## src/rtl/mdu_pkg.sv

```systemverilog
// Shared MDU opcode encoding, class decode helpers, issue FSM state and default latencies.
package mdu_pkg;

    localparam int unsigned OP_W        = 4;
    localparam int unsigned DATA_W      = 32;
    localparam int unsigned CNT_W       = 4;
    localparam int unsigned MUL_LAT_DEF = 5;
    localparam int unsigned DIV_LAT_DEF = 10;

    localparam logic [OP_W-1:0] MDU_NONE  = 4'd0;
    localparam logic [OP_W-1:0] MDU_MULT  = 4'd1;
    localparam logic [OP_W-1:0] MDU_MULTU = 4'd2;
    localparam logic [OP_W-1:0] MDU_DIV   = 4'd3;
    localparam logic [OP_W-1:0] MDU_DIVU  = 4'd4;
    localparam logic [OP_W-1:0] MDU_MFHI  = 4'd5;
    localparam logic [OP_W-1:0] MDU_MFLO  = 4'd6;
    localparam logic [OP_W-1:0] MDU_MTHI  = 4'd7;
    localparam logic [OP_W-1:0] MDU_MTLO  = 4'd8;
    localparam logic [OP_W-1:0] MDU_MADD  = 4'd9;
    localparam logic [OP_W-1:0] MDU_MSUB  = 4'd10;
    localparam logic [OP_W-1:0] MDU_SHL   = 4'd15;

    typedef enum logic [1:0] {
        ST_IDLE  = 2'd0,
        ST_ISSUE = 2'd1,
        ST_RUN   = 2'd2
    } mdu_state_e;

    typedef struct packed {
        logic [OP_W-1:0]   op;
        logic [DATA_W-1:0] a;
        logic [DATA_W-1:0] b;
    } mdu_req_t;

    function automatic logic is_mul(input logic [OP_W-1:0] op);
        return (op == MDU_MULT) || (op == MDU_MULTU) || (op == MDU_MADD) || (op == MDU_MSUB);
    endfunction

    function automatic logic is_div(input logic [OP_W-1:0] op);
        return (op == MDU_DIV) || (op == MDU_DIVU);
    endfunction

    function automatic logic is_move(input logic [OP_W-1:0] op);
        return (op == MDU_MTHI) || (op == MDU_MTLO) || (op == MDU_SHL);
    endfunction

endpackage

```

## src/rtl/mdu_issue_ctrl_if.sv

```systemverilog
// Request/busy handshake between the E-stage issue controller and the MDU.
interface mdu_issue_ctrl_if;
    import mdu_pkg::*;

    logic              mdu_start;
    logic [OP_W-1:0]   mdu_op;
    logic [DATA_W-1:0] mdu_a;
    logic [DATA_W-1:0] mdu_b;
    logic              mdu_busy;

    modport master (output mdu_start, output mdu_op, output mdu_a, output mdu_b, input mdu_busy);
    modport slave  (input mdu_start, input mdu_op, input mdu_a, input mdu_b, output mdu_busy);
endinterface

```

## src/rtl/mdu_lat_counter.sv

```systemverilog
// Loadable down-counter that saturates at zero; shadows the MDU's remaining latency.
module mdu_lat_counter #(
    parameter int unsigned W = 4
) (
    input  logic         clk,
    input  logic         reset,
    input  logic         load,
    input  logic [W-1:0] load_val,
    output logic [W-1:0] cnt,
    output logic         zero_c
);

    always_ff @(posedge clk or negedge reset) begin
        if (!reset) begin
            cnt <= '0;
        end else if (load) begin
            cnt <= load_val;
        end else if (cnt != '0) begin
            cnt <= cnt - W'(1);
        end
    end

    assign zero_c = (cnt == '0);

endmodule

```

## src/rtl/mdu_issue_ctrl.sv

```systemverilog
// E-stage MDU issue controller: registers requests, shadows latency, stalls D, flags busy violations.
module mdu_issue_ctrl
    import mdu_pkg::*;
#(
    parameter int unsigned MUL_LAT = MUL_LAT_DEF,
    parameter int unsigned DIV_LAT = DIV_LAT_DEF
) (
    input  logic              clk,
    input  logic              reset,
    input  logic              e_valid,
    input  logic [OP_W-1:0]   e_mdu_op,
    input  logic [DATA_W-1:0] e_rs,
    input  logic [DATA_W-1:0] e_rt,
    input  logic              flush,
    input  logic              d_mdu_use,
    mdu_issue_ctrl_if.master  mdu,
    output logic              stall_d,
    output logic              proto_err
);

    mdu_req_t         req_q;
    logic             start_q;
    logic             issue_q;
    mdu_state_e       state_q;
    mdu_state_e       state_d;
    logic [CNT_W-1:0] cnt;
    logic [CNT_W-1:0] load_val;
    logic             cnt_zero;
    logic             accept;
    logic             pending;
    logic             err_c;

    assign accept   = e_valid && !flush &&
                      (is_mul(e_mdu_op) || is_div(e_mdu_op) || is_move(e_mdu_op));
    assign pending  = !cnt_zero || start_q || (req_q.op != MDU_NONE);
    assign stall_d  = d_mdu_use && pending;
    assign load_val = is_mul(req_q.op) ? CNT_W'(MUL_LAT) : CNT_W'(DIV_LAT);

    mdu_lat_counter #(.W(CNT_W)) u_cnt (
        .clk      (clk),
        .reset    (reset),
        .load     (start_q),
        .load_val (load_val),
        .cnt      (cnt),
        .zero_c   (cnt_zero)
    );

    // Next state follows the counter; the final count-1 cycle may overlap a new accept.
    always_comb begin
        state_d = ST_IDLE;
        err_c   = 1'b0;
        if (accept) begin
            state_d = ST_ISSUE;
        end else if (start_q || (cnt > CNT_W'(1))) begin
            state_d = ST_RUN;
        end
        if ((state_q == ST_IDLE) && mdu.mdu_busy) begin
            err_c = 1'b1;
        end
        if ((state_q == ST_RUN) && issue_q && !mdu.mdu_busy && (cnt > CNT_W'(1))) begin
            err_c = 1'b1;
        end
        if (accept && (start_q || (req_q.op != MDU_NONE) || (cnt > CNT_W'(1)))) begin
            err_c = 1'b1;
        end
    end

    always_ff @(posedge clk or negedge reset) begin
        if (!reset) begin
            state_q <= ST_IDLE;
        end else begin
            state_q <= state_d;
        end
    end

    // Request register; operands hold while idle, only the op and start return to zero.
    always_ff @(posedge clk or negedge reset) begin
        if (!reset) begin
            req_q     <= '0;
            start_q   <= 1'b0;
            issue_q   <= 1'b0;
            proto_err <= 1'b0;
        end else begin
            if (accept) begin
                req_q.op <= e_mdu_op;
                req_q.a  <= e_rs;
                req_q.b  <= e_rt;
                start_q  <= is_mul(e_mdu_op) || is_div(e_mdu_op);
            end else begin
                req_q.op <= MDU_NONE;
                start_q  <= 1'b0;
            end
            issue_q <= (state_q == ST_ISSUE);
            if (err_c) begin
                proto_err <= 1'b1;
            end
        end
    end

    assign mdu.mdu_start = start_q;
    assign mdu.mdu_op    = req_q.op;
    assign mdu.mdu_a     = req_q.a;
    assign mdu.mdu_b     = req_q.b;

endmodule
```

## src/flat_wrapper.sv

```systemverilog
// flat-port wrapper written by rule: the top's interface ports become plain ports
module mdu_issue_ctrl_flat import mdu_pkg::*;
#(
    parameter int unsigned MUL_LAT = MUL_LAT_DEF,
    parameter int unsigned DIV_LAT = DIV_LAT_DEF
)
  (clk, reset, e_valid, e_mdu_op, e_rs, e_rt, flush, d_mdu_use, stall_d, proto_err, mdu_mdu_start, mdu_mdu_op, mdu_mdu_a, mdu_mdu_b, mdu_mdu_busy);
  mdu_issue_ctrl_if mdu_i ();
  input  logic clk;
  input  logic reset;
  input  logic e_valid;
  input  logic [OP_W-1:0] e_mdu_op;
  input  logic [DATA_W-1:0] e_rs;
  input  logic [DATA_W-1:0] e_rt;
  input  logic flush;
  input  logic d_mdu_use;
  output logic stall_d;
  output logic proto_err;
  output wire logic [$bits(mdu_i.mdu_start)-1:0] mdu_mdu_start;
  output wire logic [$bits(mdu_i.mdu_op)-1:0] mdu_mdu_op;
  output wire logic [$bits(mdu_i.mdu_a)-1:0] mdu_mdu_a;
  output wire logic [$bits(mdu_i.mdu_b)-1:0] mdu_mdu_b;
  input wire logic [$bits(mdu_i.mdu_busy)-1:0] mdu_mdu_busy;
  assign mdu_mdu_start = mdu_i.mdu_start;
  assign mdu_mdu_op = mdu_i.mdu_op;
  assign mdu_mdu_a = mdu_i.mdu_a;
  assign mdu_mdu_b = mdu_i.mdu_b;
  assign mdu_i.mdu_busy = mdu_mdu_busy;
  mdu_issue_ctrl #(.MUL_LAT(MUL_LAT), .DIV_LAT(DIV_LAT)) u_core (.clk(clk), .reset(reset), .e_valid(e_valid), .e_mdu_op(e_mdu_op), .e_rs(e_rs), .e_rt(e_rt), .flush(flush), .d_mdu_use(d_mdu_use), .mdu(mdu_i), .stall_d(stall_d), .proto_err(proto_err));
endmodule
```

## config.mk

```make
export PLATFORM = sky130hd
export DESIGN_NAME = mdu_issue_ctrl_flat
export DESIGN_NICKNAME = d
export VERILOG_FILES = /design/src/rtl/mdu_pkg.sv /design/src/rtl/mdu_issue_ctrl_if.sv /design/src/rtl/mdu_lat_counter.sv /design/src/rtl/mdu_issue_ctrl.sv /design/src/flat_wrapper.sv
export SDC_FILE = /design/constraint.sdc
export NUM_CORES = 1
export LEC_CHECK = 0
export CORE_UTILIZATION = 42
export CTS_BUF_LIST = sky130_fd_sc_hd__clkbuf_16
export DETAILED_ROUTE_END_ITERATION = 6
export PLACE_DENSITY = 0.85
export SLEW_MARGIN = 20
export SYNTH_ARGS = -nofsm -noshare
export SYNTH_HDL_FRONTEND = slang
export SYNTH_HIERARCHICAL = 1
export SYNTH_SLANG_ARGS = --single-unit
export TNS_END_PERCENT = 5
```

## constraint.sdc

```tcl
create_clock -name clk -period 2 [get_ports clk]
set_clock_uncertainty 0.1 [all_clocks]
set_input_delay 0.5 -clock clk [delete_from_list [all_inputs] [get_ports clk]]
set_output_delay 0.5 -clock clk [all_outputs]
set_load 0.01 [all_outputs]
```

Word-level counts from Yosys, hierarchy flattened
Cells that the tools add are included.
- mux-type cells: 10
- reductions and logical operators: 32
- magnitude comparators: 1
- eq/ne operators: 15
- add/subtract/negate cells: 1
- operators by type and width (cell ; count):
    4-bit equality test (second input constant) ; 6
    1-bit logical OR ; 16
    4-bit 2-to-1 mux ; 4
    4-bit by 2-bit equality test with 1-bit output (second input constant) ; 3
    4-bit by 1-bit equality test with 1-bit output (second input constant) ; 2
    4-bit by 3-bit equality test with 1-bit output (second input constant) ; 2
    1-bit logical AND ; 8
    4-bit nonzero test ; 2
    4-bit by 1-bit greater-than comparator with 1-bit output (second input constant) ; 1
    4-bit logical NOT ; 1
    1-bit 2-to-1 mux ; 4
    2-bit 2-to-1 mux ; 2
    4-bit by 1-bit subtractor with 4-bit output (second input constant) ; 1
    1-bit logical NOT ; 3
    2-bit by 1-bit equality test with 1-bit output (second input constant) ; 1
    2-bit equality test (second input constant) ; 1
    2-bit logical NOT ; 1
    2-bit nonzero test ; 1
- input bits: 74
- word-level logic and storage cells: 67
- register bits after elaboration: 77
- output and inout bits: 71

Longest topological paths before layout
Gate-level depths: netlist of run 1.
- depth after elaboration: 9
- mapped depth: 6
- gate-level depth less buffers: 5

Hierarchy
Netlist of run 1, hierarchy kept.
- by module, submodules not included (module ; cells each ; area each (µm²) ; seq. area each (µm²) ; instances):
    mdu_issue_ctrl ; 177 ; 3136.8 ; 1826.8 ; 1
    mdu_lat_counter ; 22 ; 234.0 ; 100.1 ; 1

Worst setup path after synthesis of run 1
No wires, ideal clock.
- kind: input to register
- start point: input port flush
- end point: register u_core.req_q, in the netlist u_core/mdu.mdu_a[10]
- buffers on the path: 2
- arrival: 1757 ps
- setup time: 125 ps
- setup slack: 18 ps
- required time: 1775 ps
- stages on the path: 6
- cell sequence: nand2b_1 a2111oi_2 a21o_1 buf_12 buf_12 mux2_4
- cells in the longest elaborated chain, start to end: 3
- ends and longest elaborated chain (item ; RTL line ; text):
    start, declared ; flat_wrapper.sv:15 ; input logic flush;
    1-bit logical NOT ; mdu_issue_ctrl.sv:33 ; assign accept = e_valid && !flush &&
    1-bit logical AND (2 in series) ; mdu_issue_ctrl.sv:33 ;
    end, declared ; mdu_issue_ctrl.sv:21 ; mdu_req_t req_q;
Every way passes these cells.
A chain may end at the register's enable or synchronous reset.

Worst setup path in the final report of run 1
- start point: register u_core.req_q, in the netlist u_core/mdu.mdu_op[3]
- end point: output port stall_d
- cells in the longest elaborated chain, start to end: 3
- ends and longest elaborated chain (item ; RTL line ; text):
    4-bit nonzero test ; mdu_issue_ctrl.sv:35 ; assign pending = !cnt_zero || start_q || (req_q.op != MDU_NONE);
    1-bit logical OR ; mdu_issue_ctrl.sv:35 ;
    1-bit logical AND ; mdu_issue_ctrl.sv:36 ; assign stall_d = d_mdu_use && pending;
    end, declared ; flat_wrapper.sv:17 ; output logic stall_d;
Every way passes these cells.

==> flow_metrics.tcl, run 1 <==
set metrics [dict create \
    grt_usage_pct 19.3 \
    avgSynthCellArea_um2 16.9 \
    synthTopCellsByArea "dfrtp_1 57%, mux2_4 29%, buf_12 4.2%" \
    p_total_mw 6.05 \
    post-route-min-period_ns 2.16 \
    cts_tree "yes" \
    slew-limit-headroom_pct 74.2 \
    grt_pass1_vias 2461 \
    drtPass1Iterations 4 \
    cp.required_ns 1.40 \
    holdCritPathClass "in -> async" \
    synth_cell_type_count 31 \
    syn_area_mm2 0.00337 \
    clk_latency_ns 0.32 \
    crit_type "reg -> out" \
    outcome "complete, but fails checks" \
    die_area_mm2 0.00839 \
    p_leak_nw 2.47 \
    yosys_warnings 6 \
    io_buffers 144 \
    cts_root_buf "clkbuf_16" \
    cts_buffer_depth 2 \
    synth.top_cell.area_share_pct 57.2 \
    dr_total_vias 2261 \
    cp.arrival_ns 1.56 \
    drive_gt1_share_pct 33.2 \
    dr.first_iter.drc_count 34 \
    cts.sinks 77 \
    rsz0062_at_grt "yes" \
    drt_wl_total_mm 7.60 \
    die_w_um 91.6 \
    grt_antenna_before_repair 0 \
    synth-seq-cells 77 \
    diodes 0 \
    num_io_pins 145 \
    grt_max_degree 49 \
    start_util_pct 43.6 \
    hpwlAfterDp_mm 5.38 \
    cp-end-kind "output port" \
    worstMarginPinSlew_ns 0.387 \
    syn_nets 274 \
    ys_seq_area_share_pct 57.2 \
    viasPerCell 4.66 \
    register_area_mm2 0.00193 \
    coreArea_mm2 0.00773 \
    fill_cells 487 \
    wl_per_cell_um 15.7 \
    die_h_um 91.6 \
    syn2layout_area_growth_pct 64.3 \
    ir_drop_v 0.000530 \
    cp-start-kind "register" \
    syn_inst 199 \
    setup_violations 2 \
    synth_edf_count 0 \
    cts_hold_buf 0 \
    synth_flop_cell "dfrtp_1" \
    core.rowCount 32 \
    multi_input_area_mm2 0.00131 \
    yosys.area.top_type "dfrtp_1" \
    fin_cells 485 \
    drc 0 \
    hold_violations 0 \
    power_density_mw_per_mm2 1090 \
    report.final.slew_viol_count 0 \
    cts_buffers 9 \
    dp.cells 458 \
    htree_levels 3 \
    clk_pin_slew_ns 0.06 \
    ant_nets 0 \
    fin_util_pct 71.7 \
    max-cap-violations 0 \
    violations "negative setup slack" \
    synthArstFlopShare_pct 100 \
    final_cell_area_mm2 0.00554 \
    max_freq_mhz 463 \
    fin_ws_ns -0.158 \
    whs_ns 0.00264 \
    period_share_pct 108 \
    overflow 0 \
    grt_pass1_wl_mm 12.4 \
    placed_area_mm2 0.00500 \
    gp_congestion 0.785 \
    final_nets 453 \
    crit_path_max_fanout 2 \
]
## metal layers
metal / global-route usage [%] / up-vias / part of all wire [%]
li1: - / 1051 / -
met1: 23.3 / 1107 / 41
met2: 32.5 / 89 / 51
met3: 6.03 / 14 / 6.0
met4: 6.75 / 0 / 2.0
met5: 0 / - / 0
## cell type report
type	count	share of cell area, %
multi-input combinational	107	23.7
clock inverter	7	2.06
sequential	77	34.8
timing repair buffer	177	32.7
clock buffer	9	4.07
inverter	6	0.407
tap	102	2.30
## synth_stat cells (2+ instances only)
cell and instances:
nand2_1 3, mux2_4 64, inv_1 6, nor2b_1 3, mux2i_1 2, nor2_1 6
xnor2_1 2, and2_1 3, a221o_1 2, nor3_1 3, nand2b_1 2, buf_12 7
o21ai_0 2, dfrtp_1 77
## registers in the layout, indices dropped and copies added (netlist names)
name	count
u_core/mdu.mdu_op	4
u_core/issue_q	1
u_core/u_cnt/cnt	4
u_core/mdu.mdu_a	32
u_core/state_q	2
u_core/mdu.mdu_b	32
u_core/proto_err	1
u_core/mdu.mdu_start	1
## report_power, final
group | switching (mW) | internal (mW)
sequential | 0.253 | 1.95
combinational | 0.659 | 1.39
clock | 0.587 | 1.21
## worst max-delay path, stage by stage (launching register included)
cell and delay, ns:
dfrtp_1 0.38, or4_4 0.55, nor2_4 0.11, a21boi_2 0.06, buf_2 0.14
## cells by family after synthesis
kind of cell | Yosys count | synth area share [%]
flops | 77 | 57.2
simple gates | 25 | 4.38
fa+ha+maj | 1 | 0.371
xor+xnor | 3 | 0.780
buf+inv | 15 | 5.38
compound gates | 11 | 2.49
mux | 67 | 29.4
## final timing paths
check                                           from                    to  slack (ns)  cells past startpoint
worst min register to register     u_core/state_q[1]        u_core/issue_q        0.35                      1
max in group asynchronous                      reset  u_core/mdu.mdu_a[25]        1.23                      2
worst max register to register  u_core/mdu.mdu_op[3]      u_core/proto_err       -0.13                     10
worst min-delay path                           reset  u_core/mdu.mdu_a[11]       0.003                      1
worst max-delay path            u_core/mdu.mdu_op[3]               stall_d       -0.16                      4
min in group clk                   u_core/state_q[1]        u_core/issue_q        0.35                      1
## cells in the final DEF (no fill, tap or decap), drive strengths merged, types with 2 or more instances in the layout
master | Yosys | final
inv | 6 | 6
and2 | 3 | 3
clkinv | 0 | 2
nor3b | 2 | 2
clkinvlp | 0 | 2
dlygate4sd2 | 0 | 8
dfrtp | 77 | 77
nor2 | 6 | 6
clkbuf | 1 | 9
buf | 8 | 34
a221o | 2 | 2
nand2b | 2 | 2
bufbuf | 0 | 2
nor3 | 3 | 3
o21ai | 3 | 3
nand2 | 3 | 3
nor2b | 3 | 3
bufinv | 0 | 3
clkdlybuf4s50 | 0 | 133
mux2i | 2 | 2
xnor2 | 2 | 2
mux2 | 65 | 65
## stage by stage
step                setup slack, ns  setup TNS [ns]
floorplan                    0.0176               0
global placement             -0.480          -31.38
detailed placement           -0.523          -33.68
CTS                          -0.171          -0.279
global route                 -0.226          -0.530
finish                       -0.158          -0.288
## timing repair
item	CTS	global route
setup buffers	7	1
resized for setup	26	5
pin swaps	6	3
gates cloned	3	0
endpoints found under the setup margin	66	18
(Power assumes the default switching activity.)
==> run 2: changes to the inputs <==
--- a/config.mk
+++ b/config.mk
@@ -6,12 +6,11 @@
 export NUM_CORES = 1
 export LEC_CHECK = 0
 export CORE_UTILIZATION = 42
-export CTS_BUF_LIST = sky130_fd_sc_hd__clkbuf_16
+export CTS_BUF_LIST = sky130_fd_sc_hd__clkbuf_8
 export DETAILED_ROUTE_END_ITERATION = 6
-export PLACE_DENSITY = 0.85
+export PLACE_DENSITY = 0.87
 export SLEW_MARGIN = 20
 export SYNTH_ARGS = -nofsm -noshare
 export SYNTH_HDL_FRONTEND = slang
-export SYNTH_HIERARCHICAL = 1
 export SYNTH_SLANG_ARGS = --single-unit
 export TNS_END_PERCENT = 5
==> flow_metrics.tcl, run 2 <==
set metrics [dict create \
    outcome "complete, but fails checks" \
    violations "negative setup slack" \
    ys_top_cells_by_count "77 x dfrtp_1, 54 x mux2_2, 10 x mux2_4, 7 x buf_6, 7 x nor2_1" \
    cts.sinks 77 \
    p_leak_nw 2.24 \
    clk_latency_ns 0.33 \
    viasPerCell 4.78 \
    cp-end-kind "output port" \
    syn_area_mm2 0.00308 \
    drc 0 \
    cp.required_ns 1.40 \
    cp.arrival_ns 1.65 \
    holdCritPathClass "reg -> reg" \
    start_util_pct 44.4 \
    switching_power_mw 1.42 \
    reg2regPathDepth 8 \
    hold_violations 0 \
    wl_per_cell_um 16.2 \
    syn_inst 197 \
    rsz0062_at_grt "yes" \
    grt_max_degree 32 \
    yosys.area.top_type "dfrtp_1" \
    htree_levels 3 \
    p_clk_share_pct 20.7 \
    p_total_mw 5.01 \
    synth_flop_cell "dfrtp_1" \
    worstMarginPinSlew_ns 0.422 \
    fin_util_pct 74.3 \
    syn_nets 273 \
    synth.top_cell.area_share_pct 62.5 \
    ys_seq_area_share_pct 62.5 \
    drive_gt1_share_pct 33.3 \
    crit_type "reg -> out" \
    overflow 0 \
    fin_ws_ns -0.248 \
    yosys_warnings 0 \
    power_density_mw_per_mm2 972 \
    report.final.slew_viol_count 0 \
    num_io_pins 145 \
    cpPeakStageDelay_ns 0.40 \
    slew-limit-headroom_pct 71.9 \
    cts_buffers 9 \
    die_h_um 87.7 \
    cts_tree "yes" \
    diodes 0 \
    core.rowCount 30 \
    die_w_um 87.7 \
    grt_pass1_wl_mm 12.3 \
    ant_nets 0 \
    post-route-min-period_ns 2.25 \
    final_common_cell "clkdlybuf4s50_1" \
    slowest_stage "or3b_4" \
    dr.first_iter.drc_count 56 \
    finalSetupTns_ns -0.248 \
    fill_cells 461 \
    grt_usage_pct 21.5 \
    dr_total_vias 2292 \
    gp_congestion 0.755 \
    pwr-share-seq_pct 42.0 \
    synthArstFlopShare_pct 100 \
    intPower_mw 3.59 \
    final_cell_area_mm2 0.00516 \
    yosysMostFrequentCell "dfrtp_1" \
    max-cap-violations 0 \
    whs_path_depth 1 \
    synth_cell_type_count 28 \
    cts_root_buf "clkbuf_8" \
    share_comb_of_total_power_pct 37.3 \
    pre_cts_ws_ns -0.599 \
    swShare_pct 28.4 \
    hpwlAfterDp_mm 5.41 \
    synth-seq-cells 77 \
    final_cell_mix "136 x clkdlybuf4s50_1, 77 x dfrtp_1, 49 x mux2_2, 26 x buf_4, 15 x mux2_4" \
    avgSynthCellArea_um2 15.6 \
    synth_edf_count 0 \
    crit_path_max_fanout 2 \
    synthTopCellsByArea "dfrtp_1 63%, mux2_2 20%, mux2_4 4.9%" \
    clk_pin_slew_ns 0.07 \
    grt_pass1_vias 2547 \
    max_freq_mhz 445 \
    coreArea_mm2 0.00694 \
    syn2layout_area_growth_pct 67.2 \
    ir_drop_v 0.000565 \
    placed_area_mm2 0.00477 \
    final_nets 455 \
    die_area_mm2 0.00769 \
    drt_wl_total_mm 7.80 \
    io_buffers 144 \
    drtPass1Iterations 4 \
    critical_path.cell_chain "inv_2, ha_4, or3b_4, nor2_4, a21boi_1, buf_2" \
    period_share_pct 112 \
    cp-start-kind "register" \
    grt_antenna_before_repair 0 \
    setup_violations 1 \
    cts_buffer_depth 2 \
]
## run 2: changes by cell type in the layout (fill, tap and decap cells not counted), sizes merged, moves of 2 or more
cell	before	now
nor3b	2	0
clkdlybuf4s50	133	136
nor4	0	2
and2	3	5
dlygate4sd2	8	2
nor2b	3	0
buf	34	36
xor2	1	3
a21oi	1	4
nand2	3	1
bufinv	3	0
clkinv	2	4
## run 2: stage by stage
| step | instances | hold WS (ns) |
|---|---|---|
| floorplan | 197 | 0.104 |
| global placement | 452 | 0.332 |
| detailed placement | 452 | 0.340 |
| CTS | 480 | 0.351 |
| global route | 480 | 0.365 |
| finish | 480 | 0.352 |
## run 2: repair_timing
action                                 in CTS  in global routing
gates cloned                                3                  0
pin swaps                                   3                  2
setup endpoints to repair                  66                 36
endpoints found under the hold margin       9                  0
setup buffers                               8                  0
hold buffers                                1                  0
gates resized for setup                    27                  8
## run 2: final timing paths
| kind | slack (ns) | startpoint | endpoint |
|---|---|---|---|
| setup / recovery | -0.25 | u_core.u_cnt.cnt[0] | stall_d |
| hold / removal | 0.35 | u_core.state_q[1] | u_core.issue_q |
| setup reg to reg | 0.25 | u_core.u_cnt.cnt[1] | u_core.proto_err |
| hold reg to reg | 0.35 | u_core.state_q[1] | u_core.issue_q |
| max in group asynchronous | 0.73 | reset | u_core.mdu.mdu_b[23] |
| min in group asynchronous | 0.55 | reset | u_core.mdu.mdu_op[0] |
## run 2: cell type report
type | instances | area [um^2] | share of cell area (%)
Clock buffer | 10 | 138 | 2.67
Clock inverter | 6 | 38.8 | 0.752
Inverter | 5 | 18.8 | 0.364
Multi-Input combinational cell | 108 | 1110 | 21.6
Sequential cell | 77 | 1930 | 37.4
Tap cell | 96 | 120 | 2.33
Timing Repair Buffer | 178 | 1800 | 34.9
## run 2: cells by family after synthesis
| group | synth area share, % |
|---|---|
| DFF | 62.5 |
| muxes | 24.9 |
| and+or+nand+nor | 4.46 |
| buffers and inverters | 3.17 |
| AOI/OAI and AO/OA | 2.72 |
| xor gates and xnor gates | 1.42 |
| adders and majority gates | 0.812 |
## run 2: layer usage
layer	wire length (um)	vias to the layer above	global-route usage [%]
met5	0	-	0
met4	133	0	7.75
met3	615	11	7.63
met2	4140	95	39.5
met1	2910	1133	22.7
li1	-	1053	-
## run 2: worst max-delay path: cells and delay by family (launching register included)
kind	cells	cell delay, ns
compound gates	1	0.06
fa+ha+maj	1	0.13
buf+inv	2	0.23
flops	1	0.39
simple gates	2	0.51
## run 2: power by group through the flow
stage | Combinational [mW] | Clock, mW | Sequential [mW]
floorplan | 0.547 | 0 | 2.27
global placement | 1.68 | 0 | 2.11
detailed placement | 1.73 | 0 | 2.13
CTS | 1.87 | 1.07 | 2.10
global route | 2.01 | 1.13 | 2.15
finish | 1.87 | 1.04 | 2.10
==> run 3: changes to the inputs <==
--- a/config.mk
+++ b/config.mk
@@ -5,10 +5,11 @@
 export SDC_FILE = /design/constraint.sdc
 export NUM_CORES = 1
 export LEC_CHECK = 0
+export ABC_CLOCK_PERIOD_IN_PS = 2140
 export CORE_UTILIZATION = 42
 export CTS_BUF_LIST = sky130_fd_sc_hd__clkbuf_8
 export DETAILED_ROUTE_END_ITERATION = 6
-export PLACE_DENSITY = 0.87
+export PLACE_DENSITY = 0.82
 export SLEW_MARGIN = 20
 export SYNTH_ARGS = -nofsm -noshare
 export SYNTH_HDL_FRONTEND = slang
==> constraint.sdc (replaced) <==
create_clock -name clk -period 2.14 [get_ports clk]
set_clock_uncertainty 0.1 [all_clocks]
set_input_delay 0.535 -clock clk [delete_from_list [all_inputs] [get_ports clk]]
set_output_delay 0.535 -clock clk [all_outputs]
set_load 0.01 [all_outputs]
==> flow_metrics.tcl, run 3 (same netlist as run 2, synthesis figures left out) <==
set metrics [dict create \
    outcome "complete, but fails checks" \
    violations "negative setup slack" \
    period_share_pct 107 \
    report.final.slew_viol_count 0 \
    setup_violations 8 \
    start_util_pct 44.4 \
    worstMarginPinSlew_ns 0.405 \
    critical_path.top_delay_family "simple AND/OR/NAND/NOR gates" \
    grt_pass1_wl_mm 11.6 \
    die_area_mm2 0.00769 \
    core.rowCount 30 \
    register_area_mm2 0.00193 \
    viasPerCell 4.74 \
    slew-limit-headroom_pct 72.8 \
    fin_ws_ns -0.149 \
    hpwlAfterDp_mm 5.28 \
    crit_type "reg -> out" \
    rr_startpoint "u_core.u_cnt.cnt[1]" \
    cp-end-kind "output port" \
    cp.arrival_ns 1.65 \
    overflow 0 \
    num_io_pins 145 \
    cts_tree "yes" \
    io_buffers 144 \
    drtPass1Iterations 4 \
    drc 0 \
    grt_antenna_before_repair 0 \
    holdCritPathClass "in -> async" \
    ant_nets 0 \
    grt_pass1_vias 2427 \
    final_cell_mix "138 x clkdlybuf4s50_1, 76 x dfrtp_1, 54 x mux2_2, 19 x buf_4, 10 x mux2_4" \
    drt_wl_total_mm 7.24 \
    multi_input_area_mm2 0.00109 \
    power_density_mw_per_mm2 925 \
    cp-start-kind "register" \
    cts_buffers 9 \
    wl_per_cell_um 15.4 \
    max_freq_mhz 437 \
    cts.sinks 77 \
    critical_path.cell_chain "inv_2, ha_4, or3b_4, nor2_4, a21boi_1, buf_2" \
    reg2reg_to "u_core.proto_err" \
    max-cap-violations 0 \
    post-route-min-period_ns 2.29 \
    rsz0062_at_grt "yes" \
    gp_congestion 0.837 \
    dr.first_iter.drc_count 42 \
    clk_pin_slew_ns 0.07 \
    diodes 0 \
    die_w_um 87.7 \
    die_h_um 87.7 \
    cts_hold_buf 0 \
    grt_max_degree 37 \
    grt_usage_pct 20.0 \
    ir_drop_v 0.000601 \
    r2r_slack_ns 0.43 \
    cp_num_buf_inv 2 \
    fin_util_pct 72.6 \
    htree_levels 3 \
    syn2layout_area_growth_pct 63.5 \
    hold_violations 0 \
    fill_cells 472 \
    coreArea_mm2 0.00694 \
    cp.required_ns 1.50 \
    cpPeakStageDelay_ns 0.41 \
    cts_root_buf "clkbuf_8" \
    slowest_stage "dfrtp_1" \
    cts_buffer_depth 2 \
    reg2regPathDepth 7 \
    drive_gt1_share_pct 30.8 \
    final_common_cell "clkdlybuf4s50_1" \
    dr_total_vias 2222 \
    p_leak_nw 2.16 \
    whs_ns 0.0199 \
    crit_path_max_fanout 2 \
    clk_latency_ns 0.33 \
    final_nets 445 \
]
run 3: cell types whose count changed in the layout (fill, tap and decap cells not counted), sizes merged:
cell / before / now
dlygate4sd3: 1 / 0
dlymetal6s2s: 1 / 2
inv: 5 / 6
clkinvlp: 2 / 1
clkdlybuf4s50: 136 / 138
clkbuf: 10 / 9
bufinv: 0 / 1
buf: 36 / 26
clkinv: 4 / 3
bufbuf: 1 / 0
dlygate4sd2: 2 / 1
run 3: power breakdown:
group	switching, mW	total, mW	internal (mW)
clock	0.490	1.01	0.522
combinational	0.612	1.68	1.07
sequential	0.184	1.97	1.79
run 3: routing by layer:
| layer | routed length [um] | track usage [%] | vias to the layer above |
|---|---|---|---|
| li1 | - | - | 1027 |
| met1 | 2680 | 21.4 | 1114 |
| met2 | 3980 | 36.6 | 76 |
| met3 | 518 | 7.63 | 5 |
| met4 | 55 | 6.26 | 0 |
| met5 | 0 | 0 | - |
run 3: layout make-up:
class / count / share of cell area [%]
Tap cell: 96 / 2.38
Inverter: 5 / 0.372
Clock buffer: 9 / 2.46
Sequential cell: 77 / 38.3
Multi-Input combinational cell: 108 / 21.7
Timing Repair Buffer: 168 / 33.7
Clock inverter: 6 / 1.12
run 3: worst register-to-register path, cell delays in order (launching register included):
cell and delay (ns):
dfrtp_1 0.41, inv_2 0.09, buf_4 0.11, ha_1 0.12, nor2_1 0.04, nor4_1 0.31, nand2_1 0.11, a221o_1 0.30
run 3: worst max path at each step:
stage	slack, ns	cells after the start	to	startpoint
after floorplan	0.006	5	stall_d	u_core.u_cnt.cnt[0]
after global placement	-0.41	6	u_core.mdu.mdu_a[14]	e_mdu_op[0]
after detailed placement	-0.43	6	u_core.mdu.mdu_b[6]	e_mdu_op[0]
after CTS	-0.14	6	stall_d	u_core.u_cnt.cnt[1]
after global routing	-0.22	6	stall_d	u_core.u_cnt.cnt[1]
final	-0.15	6	stall_d	u_core.u_cnt.cnt[1]
run 3: what timing repair did:
action / CTS / global route
gates cloned: 2 / 0
resized for setup: 15 / 9
setup endpoints to repair: 59 / 66
pin swaps: 1 / 2
buffers inserted: 0 / 3
run 3: stage by stage:
| stage | setup TNS (ns) | setup WS (ns) | cell area (um^2) | instances | power (mW) |
|---|---|---|---|---|---|
| final | -0.176 | -0.149 | 5040 | 469 | 4.66 |
| after global routing | -0.820 | -0.221 | 5040 | 469 | 4.92 |
| after CTS | -1.80 | -0.137 | 5000 | 466 | 4.69 |
| after detailed placement | -26.91 | -0.429 | 4740 | 449 | 3.61 |
| after global placement | -26.15 | -0.405 | 4740 | 449 | 3.53 |
| after floorplan | 0 | 0.00607 | 3080 | 197 | 2.63 |
